## src/rtl/game_pkg.sv

```systemverilog
// Shared definitions for the gravity-flip game engine: FSM states and lane geometry.
package game_pkg;

   typedef enum logic [1:0] {
      ST_IDLE = 2'd0,
      ST_RUN  = 2'd1,
      ST_OVER = 2'd2
   } game_state_t;

   // Lane k (k=0 lowest) sits one pitch above the previous one.
   function automatic int lane_y(input int k, input int spacing);
      return (k + 1) * spacing;
   endfunction

   function automatic int start_h(input int num_lanes, input int spacing);
      return lane_y(num_lanes / 2, spacing);
   endfunction

endpackage

```

## src/rtl/player_slot.sv

```systemverilog
// One player's datapath: height, gravity direction, pending flip, alive flag and survival score.
module player_slot
   import game_pkg::*;
#(
   parameter int HEIGHT_W     = 9,
   parameter int NUM_LANES    = 3,
   parameter int LANE_SPACING = 120,
   parameter int FALL_STEP    = 4,
   parameter int MAX_H        = 479,
   parameter int SCORE_W      = 16
) (
   input  logic                 clk,
   input  logic                 reset,
   input  logic                 tick_en,
   input  logic                 toggle_en,
   input  logic                 load,
   input  logic                 load_alive,
   input  logic [NUM_LANES-1:0] lines,
   output logic [HEIGHT_W-1:0]  height,
   output logic                 grav_dir,
   output logic                 alive,
   output logic [SCORE_W-1:0]   score,
   output logic                 alive_next
);

   localparam int EXT_W = HEIGHT_W + 1;
   localparam logic [HEIGHT_W-1:0] START_H  = HEIGHT_W'(start_h(NUM_LANES, LANE_SPACING));
   localparam logic [EXT_W-1:0]    STEP_EXT = EXT_W'(FALL_STEP);
   localparam logic [EXT_W-1:0]    MAX_EXT  = EXT_W'(MAX_H);

   function automatic logic [EXT_W-1:0] lane_ext(input int k);
      return EXT_W'(lane_y(k, LANE_SPACING));
   endfunction

   logic [HEIGHT_W-1:0] height_reg, height_next;
   logic                dir_reg, dir_next;
   logic                alive_reg;
   logic                pending_reg;
   logic [SCORE_W-1:0]  score_reg;

   logic [EXT_W-1:0] h_ext, up_sum, down_land, up_land;
   logic             grounded, flip, dir_eff, move, down_found, up_found;

   always_comb begin
      h_ext      = {1'b0, height_reg};
      up_sum     = h_ext + STEP_EXT;
      grounded   = 1'b0;
      down_found = 1'b0;
      down_land  = '0;
      up_found   = 1'b0;
      up_land    = '0;
      for (int k = 0; k < NUM_LANES; k++) begin
         if (lines[k] && lane_ext(k) == h_ext)
            grounded = 1'b1;
         // Ascending scan: the last hit is the highest lane below us.
         if (lines[k] && lane_ext(k) < h_ext && lane_ext(k) + STEP_EXT >= h_ext) begin
            down_found = 1'b1;
            down_land  = lane_ext(k);
         end
      end
      // Descending scan: the last hit is the lowest lane above us.
      for (int k = NUM_LANES - 1; k >= 0; k--) begin
         if (lines[k] && lane_ext(k) > h_ext && lane_ext(k) <= up_sum) begin
            up_found = 1'b1;
            up_land  = lane_ext(k);
         end
      end

      flip    = grounded && (pending_reg || toggle_en);
      dir_eff = flip ? ~dir_reg : dir_reg;
      move    = !grounded || flip;

      height_next = height_reg;
      dir_next    = dir_reg;
      alive_next  = alive_reg;
      if (alive_reg && tick_en) begin
         dir_next = dir_eff;
         if (move) begin
            if (!dir_eff) begin
               if (down_found)
                  height_next = down_land[HEIGHT_W-1:0];
               else if (h_ext <= STEP_EXT) begin
                  height_next = '0;
                  alive_next  = 1'b0;
               end else
                  height_next = height_reg - STEP_EXT[HEIGHT_W-1:0];
            end else begin
               if (up_found)
                  height_next = up_land[HEIGHT_W-1:0];
               else if (up_sum >= MAX_EXT) begin
                  height_next = MAX_EXT[HEIGHT_W-1:0];
                  alive_next  = 1'b0;
               end else
                  height_next = up_sum[HEIGHT_W-1:0];
            end
         end
      end
   end

   always_ff @(posedge clk) begin
      if (reset) begin
         height_reg  <= START_H;
         dir_reg     <= 1'b0;
         alive_reg   <= 1'b0;
         pending_reg <= 1'b0;
         score_reg   <= '0;
      end else if (load) begin
         alive_reg <= load_alive;
      end else begin
         height_reg <= height_next;
         dir_reg    <= dir_next;
         alive_reg  <= alive_next;
         // Every tick consumes the pending flip, even one arriving with it.
         if (tick_en)
            pending_reg <= 1'b0;
         else if (toggle_en)
            pending_reg <= 1'b1;
         if (tick_en && alive_next && score_reg != '1)
            score_reg <= score_reg + 1'b1;
      end
   end

   assign height   = height_reg;
   assign grav_dir = dir_reg;
   assign alive    = alive_reg;
   assign score    = score_reg;

endmodule

```

## src/rtl/gravity_player_engine.sv

```systemverilog
// N-player gravity-flip engine: game FSM, alive popcount, winner latch and per-player slots.
module gravity_player_engine
   import game_pkg::*;
#(
   parameter int NUM_PLAYERS  = 4,
   parameter int HEIGHT_W     = 9,
   parameter int NUM_LANES    = 3,
   parameter int LANE_SPACING = 120,
   parameter int FALL_STEP    = 4,
   parameter int MAX_H        = 479,
   parameter int SCORE_W      = 16
) (
   input  logic                            clk,
   input  logic                            reset,
   input  logic                            tick,
   input  logic                            start,
   input  logic [NUM_PLAYERS-1:0]          enable,
   input  logic [NUM_PLAYERS-1:0]          toggle,
   input  logic [NUM_PLAYERS*NUM_LANES-1:0] lines,
   output logic [NUM_PLAYERS*HEIGHT_W-1:0] height,
   output logic [NUM_PLAYERS-1:0]          grav_dir,
   output logic [NUM_PLAYERS-1:0]          alive,
   output logic [NUM_PLAYERS*SCORE_W-1:0]  score,
   output logic                            running,
   output logic                            game_over,
   output logic [NUM_PLAYERS-1:0]          winner
);

   localparam int CNT_W = $clog2(NUM_PLAYERS + 1);

   game_state_t              state_reg, state_next;
   logic [NUM_PLAYERS-1:0]   winner_reg, winner_next;
   logic                     multi_reg, multi_next;
   logic [NUM_PLAYERS-1:0]   alive_next;
   logic [CNT_W-1:0]         alive_cnt, enable_cnt;
   logic                     in_run, load;

   assign in_run = (state_reg == ST_RUN);
   assign load   = (state_reg == ST_IDLE) && start && (enable != '0);

   genvar gi;
   generate
      for (gi = 0; gi < NUM_PLAYERS; gi++) begin : g_slot
         player_slot #(
            .HEIGHT_W     (HEIGHT_W),
            .NUM_LANES    (NUM_LANES),
            .LANE_SPACING (LANE_SPACING),
            .FALL_STEP    (FALL_STEP),
            .MAX_H        (MAX_H),
            .SCORE_W      (SCORE_W)
         ) u_slot (
            .clk        (clk),
            .reset      (reset),
            .tick_en    (in_run && tick),
            .toggle_en  (in_run && toggle[gi]),
            .load       (load),
            .load_alive (enable[gi]),
            .lines      (lines[gi*NUM_LANES +: NUM_LANES]),
            .height     (height[gi*HEIGHT_W +: HEIGHT_W]),
            .grav_dir   (grav_dir[gi]),
            .alive      (alive[gi]),
            .score      (score[gi*SCORE_W +: SCORE_W]),
            .alive_next (alive_next[gi])
         );
      end
   endgenerate

   always_comb begin
      alive_cnt  = '0;
      enable_cnt = '0;
      for (int i = 0; i < NUM_PLAYERS; i++) begin
         alive_cnt  = alive_cnt + CNT_W'(alive_next[i]);
         enable_cnt = enable_cnt + CNT_W'(enable[i]);
      end
   end

   always_comb begin
      state_next  = state_reg;
      winner_next = winner_reg;
      multi_next  = multi_reg;
      case (state_reg)
         ST_IDLE: begin
            if (load) begin
               state_next = ST_RUN;
               multi_next = (enable_cnt > CNT_W'(1));
            end
         end
         ST_RUN: begin
            // Judged on post-update alive so OVER lands on the deciding edge.
            if (multi_reg ? (alive_cnt <= CNT_W'(1)) : (alive_cnt == '0)) begin
               state_next  = ST_OVER;
               winner_next = (alive_cnt == CNT_W'(1)) ? alive_next : '0;
            end
         end
         default: state_next = state_reg;
      endcase
   end

   always_ff @(posedge clk) begin
      if (reset) begin
         state_reg  <= ST_IDLE;
         winner_reg <= '0;
         multi_reg  <= 1'b0;
      end else begin
         state_reg  <= state_next;
         winner_reg <= winner_next;
         multi_reg  <= multi_next;
      end
   end

   assign running   = (state_reg == ST_RUN);
   assign game_over = (state_reg == ST_OVER);
   assign winner    = winner_reg;

endmodule

```

## config.mk

```make
export PLATFORM = sky130hd
export DESIGN_NAME = gravity_player_engine
export DESIGN_NICKNAME = d
export VERILOG_FILES = /design/src/rtl/game_pkg.sv /design/src/rtl/player_slot.sv /design/src/rtl/gravity_player_engine.sv
export SDC_FILE = /design/constraint.sdc
export NUM_CORES = 1
export LEC_CHECK = 0
export ABC_AREA = 1
export BUFFER_PORTS_ARGS = -buffer_cell sky130_fd_sc_hd__buf_2
export CORE_MARGIN = 1
export CORE_UTILIZATION = 25
export DETAILED_ROUTE_END_ITERATION = 7
export PLACE_DENSITY = 0.55
export SYNTH_ARGS = -nofsm -noshare
export SYNTH_HDL_FRONTEND = slang
export SYNTH_SLANG_ARGS = --single-unit
export TNS_END_PERCENT = 50
```

## constraint.sdc

```tcl
create_clock -name clk -period 3.48 [get_ports clk]
set_clock_uncertainty 0.1 [all_clocks]
set_input_delay 0.174 -clock clk [delete_from_list [all_inputs] [get_ports clk]]
set_output_delay 0.174 -clock clk [all_outputs]
set_load 0.01 [all_outputs]
```

==> impl_metrics.json, run 1 <==
{
  "run_status": "complete, no violations",
  "cts-htree-levels": 4,
  "final_antenna_net_count": 0,
  "yosys.area_share.simple_pct": 43.5,
  "cts_tree": "built",
  "worst-path-stages": 27,
  "drive_gt1_share_pct": 28.0,
  "routed-via-count": 11100,
  "worstSetupStartpointType": "flop",
  "ys.flop_type": "dfxtp_1",
  "n_fill_cell": 4128,
  "synth_compound_area_share_pct": 11.9,
  "synth_edf_count": 0,
  "rr_worst_depth": 27,
  "vdd_drop_max_mv": 0.293,
  "regToRegSetupSlack_ps": 9,
  "die_w_um": 199,
  "largest_reg_flops": 64,
  "antenna_found_initial": 2,
  "cts_inserted_buffers": 17,
  "combPwrFrac_pct": 22.3,
  "path_max_fanout": 5,
  "fin_nets": 1864,
  "power_switching_uw": 1360,
  "synth_nets": 1607,
  "initial_core_util_pct": 25.6,
  "switching_share_pct": 29.8,
  "crit_arrival_ps": 3720,
  "synth.avg_cell_area_sq_um": 6.26,
  "clkSinkCount": 115,
  "post-dp-hpwl_um": 25500,
  "root_buffer": "clkbuf_16",
  "pwr-share-clk_pct": 46.9,
  "clk_pin_slew_ps": 60,
  "viasPerCell": 4.74,
  "layout_setup_ws_ps": 8.60,
  "dieHeight_um": 199,
  "synth_area_sq_mm": 0.00971,
  "num_rows": 71,
  "cp_data_required_time_ps": 3730,
  "maxCapViolCount": 0,
  "place_congestion": 0.948,
  "min_to": "g_slot[0].u_slot.alive",
  "ys_types": 43,
  "worst_slew_pin_slew_ps": 647,
  "grt.total_usage_pct": 16.9,
  "muxShareOfSynthArea_pct": 0,
  "final_max_slew_viol_count": 0,
  "final_area_sq_mm": 0.0129,
  "p_int_uw": 3200,
  "first_global_vias": 10500,
  "whs_path_depth": 5,
  "setup_tns_ps": 0,
  "crit_buf_inv": 7,
  "p_leak_uw": 0.00578,
  "ios": 138,
  "antennaDiodeCount": 0,
  "post-route-util_pct": 34.1,
  "grt_first_pass_wirelength_um": 53500,
  "cpPeakStageDelay_ps": 540,
  "post-route-period-util_pct": 99.8,
  "setup_viol": 0,
  "firstDrtPassIters": 6,
  "grt_max_degree": 44,
  "die-area_sq_mm": 0.0396,
  "wl_per_cell_um": 14.3,
  "hp-start": "enable[0]",
  "synthAdderAreaFrac_pct": 4.02,
  "worst_setup_path_end_kind": "flop",
  "synth_top_family_by_area": "simple AND/OR/NAND/NOR gates",
  "max-slew-margin-rel_pct": 56.9,
  "rr_startpoint": "g_slot[0].u_slot.height[2]",
  "fmax_mhz": 288,
  "timing.critical_path.max_delay_family": "adder cells",
  "cts_max_path_buffers": 2,
  "clock_latency_ps": 430,
  "critPathKind": "flop to flop",
  "syn_to_final_growth_pct": 33.1,
  "synth-xor-area-share_pct": 6.40,
  "drc": 0,
  "drt-initial-drc-count": 578,
  "finalCriticalPeriod_ps": 3470,
  "dp_slack_ps": -371,
  "synth_warnings": 0,
  "rsz0062_at_grt": "true",
  "core-area_sq_mm": 0.0379,
  "grt_overflow": 0,
  "dp_cells": 2283,
  "cp_slowest_cell": "fa_1",
  "cellPowerDensity_mw_per_mm2": 352,
  "netlist_instances": 1553,
  "final_cells": 2334,
  "synthArstFlopShare_pct": 0,
  "io_buffers": 137,
  "synth-seq-cells": 115,
  "p_seq_share_pct": 30.9,
  "wl_um": 33300,
  "min_path_type": "input pin to flop",
  "yosysSeqAreaShare_pct": 23.7,
  "final-hold-violation-count": 0,
  "timing.rr.end": "winner[1]",
  "place_area_sq_mm": 0.0118
}
==> worst max path at each step <==
| stage | startpoint | to | slack (ps) |
|---|---|---|---|
| floorplan | g_slot[1].u_slot.height[2] | winner[3] | 3 |
| global placement | g_slot[0].u_slot.height[5] | winner[0] | -320 |
| detailed placement | g_slot[0].u_slot.height[3] | winner[1] | -370 |
| CTS | g_slot[0].u_slot.height[2] | state_reg[1] | -20 |
| global route | g_slot[0].u_slot.height[2] | winner[2] | -200 |
| finish | g_slot[0].u_slot.height[2] | winner[1] | 9 |
==> placed cells by master (no fill, tap or decap), types with 55 or more instances in the layout <==
cell / instances
inv_1: 150
a21oi_1: 80
buf_2: 136
xor2_1: 55
nor2_1: 126
nand2_1: 391
nand3_1: 141
buf_4: 151
dfxtp_1: 103
nand4_1: 82
==> logic make-up (layout without fill, tap and decap cells) <==
family	Yosys count	after routing
fa+ha+maj	30	30
flops	115	115
simple gates	906	906
xor+xnor	71	71
buf+inv	235	505
compound gates	196	196
==> tightest hold or removal path: cells and delay by family <==
kind | cells | cell delay, ps
buffers and inverters | 3 | 220
AOI/OAI and AO/OA | 1 | 90
and+or+nand+nor | 1 | 40
==> cell type report <==
type / count / area [sq um] / share of cell area, %
multi-input cells: 1203 / 6670 / 51.6
flip-flops and latches: 115 / 2330 / 18.0
clock inverters: 13 / 253 / 1.95
well taps: 511 / 639 / 4.94
clock buffers: 19 / 453 / 3.50
repair buffers: 297 / 1920 / 14.9
inverters: 176 / 668 / 5.17
==> repair_timing <==
action | in CTS | in global routing
endpoints found under the hold margin | 3 | 0
gates resized for setup | 57 | 36
buffers inserted | 10 | 6
endpoints found under the setup margin | 6 | 6
hold buffers | 3 | 0
pin swaps | 31 | 29
==> through the flow <==
stage / power (uW) / hold WS [ps]
finish: 4560 / 30.6
global placement: 2350 / 351
floorplan: 2010 / 221
global route: 4790 / 84.3
CTS: 4580 / 9.61
detailed placement: 2350 / 348
==> Yosys cell counts, types with 3 or more instances <==
cell	instances	area, sq um
o211ai_1	12	90.1
buf_2	15	75.1
xnor2_1	16	140
o21ai_1	9	45.0
nand2_1	402	1510
nor2_4	4	45.0
a21oi_2	26	228
nor3b_1	4	30.0
nand3_1	146	731
nand2_2	30	188
o21ai_2	3	26.3
nor4_1	10	62.6
buf_4	19	143
inv_2	14	52.6
o31ai_1	4	30.0
buf_6	3	33.8
or2_2	3	18.8
nand3b_1	6	45.0
ha_1	28	350
nand4_1	82	513
nand3_4	3	52.6
a31oi_1	5	31.3
inv_1	160	601
nand3_2	7	70.1
nand2_4	10	113
a21oi_1	80	400
nor3_1	42	210
dfxtp_1	115	2300
clkbuf_1	20	75.1
o21ai_0	50	250
xor2_1	55	482
nor2_2	14	87.6
nor2_1	140	526
==> layer usage <==
| metal | wire (um) | vias to the layer above | share of wire (%) | track usage (%) |
|---|---|---|---|---|
| met1 | 15500 | 5061 | 46 | 21.9 |
| met5 | 24 | - | 0.072 | 0 |
| li1 | - | 5654 | - | - |
| met2 | 15200 | 295 | 46 | 27.6 |
| met3 | 1620 | 53 | 4.9 | 3.12 |
| met4 | 971 | 4 | 2.9 | 6.44 |
==> power groups by stage <==
| stage | combinational [uW] | clock [uW] | sequential, uW |
|---|---|---|---|
| after global routing | 1130 | 2250 | 1410 |
| after global placement | 916 | 0 | 1430 |
| final | 1010 | 2140 | 1410 |
| after CTS | 980 | 2190 | 1400 |
| after detailed placement | 921 | 0 | 1430 |
| after floorplan | 591 | 0 | 1420 |
No activity file was read; power rests on OpenSTA's default activity.
==> inputs of run 2 (changes only) <==
Settings changed: RECOVER_POWER from default to 100.
==> run 2 against run 1 <==
Against the previous run: the flow now finishes with violations (setup timing); combinational power hardly changed; die area did not move; worst hold slack gained 0.52 ps; maximum frequency fell by 0.46%; first-iteration DRC count fell by 2.2%; non-clock buffer count unchanged; sequential cell count unchanged; via count is 0.14% higher; clock-buffer cell count unchanged; clock power is essentially flat; register-to-register slack worse by 20 ps; critical path type unchanged.
==> impl_metrics.json, run 2 (synthesized netlist as in run 1, its figures left out) <==
{
  "final_area_sq_mm": 0.0128,
  "place_area_sq_mm": 0.0118,
  "post-dp-hpwl_um": 25500,
  "vdd_drop_max_mv": 0.294,
  "worst_setup_path_end_kind": "flop",
  "io_buffers": 137,
  "layout_setup_ws_ps": -7.54,
  "dieHeight_um": 199,
  "grt_first_pass_wirelength_um": 53500,
  "clock_latency_ps": 430,
  "drive_gt1_share_pct": 23.7,
  "die_w_um": 199,
  "core-area_sq_mm": 0.0379,
  "final_common_cell": "nand2_1",
  "wl_um": 33300,
  "antennaDiodeCount": 0,
  "cp_data_required_time_ps": 3730,
  "min_path_type": "input pin to flop",
  "drc": 0,
  "wl_per_cell_um": 14.3,
  "critPathKind": "flop to flop",
  "finalCriticalPeriod_ps": 3490,
  "cts_max_path_buffers": 2,
  "layout_common_cells": "nand2_1 (391), inv_1 (150), buf_4 (148)",
  "first_global_vias": 10500,
  "syn_to_final_growth_pct": 32.0,
  "maxCapViolCount": 0,
  "setup_viol": 2,
  "grt_overflow": 0,
  "fin_nets": 1864,
  "grtUsageMet2_pct": 27.6,
  "num_rows": 71,
  "worst_slew_pin_slew_ps": 648,
  "fmax_mhz": 287,
  "rsz0062_at_grt": "true",
  "final_antenna_net_count": 0,
  "place_congestion": 0.948,
  "p_leak_uw": 0.00544,
  "use_met1_pct": 21.9,
  "ios": 138,
  "post-route-util_pct": 33.8,
  "crit_arrival_ps": 3740,
  "clkSinkCount": 115,
  "cts-htree-levels": 4,
  "routed-via-count": 11100,
  "firstDrtPassIters": 5,
  "die-area_sq_mm": 0.0396,
  "antenna_found_initial": 2,
  "cts_tree": "built",
  "cellPowerDensity_mw_per_mm2": 355,
  "cts_inserted_buffers": 17,
  "max-slew-margin-rel_pct": 56.8,
  "largest_reg_flops": 64,
  "clk_pin_slew_ps": 60,
  "worstSetupStartpointType": "flop",
  "grt.busiest_layer": "met2",
  "grt.total_usage_pct": 16.9,
  "initial_core_util_pct": 25.6,
  "viasPerCell": 4.75,
  "final-hold-violation-count": 0,
  "run_status": "finished, violations left",
  "path_max_fanout": 5,
  "root_buffer": "clkbuf_16",
  "violations": "setup timing",
  "grt_use_met3_pct": 3.12,
  "drt-initial-drc-count": 565,
  "post-route-period-util_pct": 100,
  "grt_max_degree": 44,
  "final_max_slew_viol_count": 0
}
-- run 2: cell types whose count changed in the layout (fill, tap and decap cells not counted) --
cell	delta
clkbuf_1	+78
buf_2	-75
dfxtp_1	+1
dfxtp_2	-1
buf_4	-3
-- run 2: worst paths after layout --
path                              startpoint                      to  slack (ps)  cells past startpoint
hold / removal                     enable[0]  g_slot[0].u_slot.alive          30                      5
hold reg to reg                    winner[0]               winner[0]         360                      2
setup reg to reg  g_slot[0].u_slot.height[2]               winner[1]          -8                     26
setup / recovery  g_slot[0].u_slot.height[2]               winner[1]          -8                     26
-- run 2: per-stage QoR --
stage | cells | total power, uW | worst slack [ps] | TNS [ps] | hold WS (ps)
after floorplan | 1553 | 2010 | 3.36 | 0 | 221
after global placement | 2283 | 2350 | -321 | -1720 | 351
after detailed placement | 2283 | 2350 | -371 | -1830 | 348
after CTS | 2328 | 4580 | -21.6 | -27.5 | 9.61
after global routing | 2334 | 4780 | -200 | -1120 | 84.3
final | 2334 | 4560 | -7.54 | -12.5 | 31.1
-- run 2: where the power goes --
| group | switching (uW) | internal (uW) | total [uW] |
|---|---|---|---|
| Sequential | 54.0 | 1350 | 1410 |
| Combinational | 621 | 389 | 1010 |
| Clock | 685 | 1450 | 2140 |
| Total | 1360 | 3200 | 4560 |
-- run 2: worst max-delay path, cell delays in order, from the launching register on --
cell	delay, ps
dfxtp_4	370
inv_4	70
ha_4	140
inv_2	40
nor2_4	90
nand2_1	70
nor2_2	170
nand2_2	90
nand3_2	110
nand2_2	60
nand2_2	80
nand2_4	60
nand2_4	60
nand2_4	60
o21ai_4	130
inv_2	50
fa_1	540
ha_2	190
inv_2	50
ha_4	270
nor2_4	40
a22oi_2	100
nor2_1	70
buf_4	160
nor2_4	120
nand2_1	70
o21ai_1	70
-- run 2: final cells by class --
cell class / count / area (sq um)
clock inverters: 13 / 253
fillers: 4158 / 25100
multi-input cells: 1203 / 6670
repair buffers: 297 / 1820
flip-flops and latches: 115 / 2330
inverters: 176 / 668
clock buffers: 19 / 453
well taps: 511 / 639
-- run 2: repair_timing --
action                                  4_1_cts  5_1_grt
endpoints found under the setup margin        6        6
resized for setup                            57       36
hold buffers                                  3        0
pin swaps                                    31       29
buffers inserted                             10        6
hold endpoints to repair                      3        0
-- run 2: layer usage --
metal | vias to the layer above | part of all wire (%)
li1 | 5656 | -
met1 | 5074 | 46
met2 | 295 | 46
met3 | 53 | 4.9
met4 | 4 | 2.9
met5 | - | 0.069
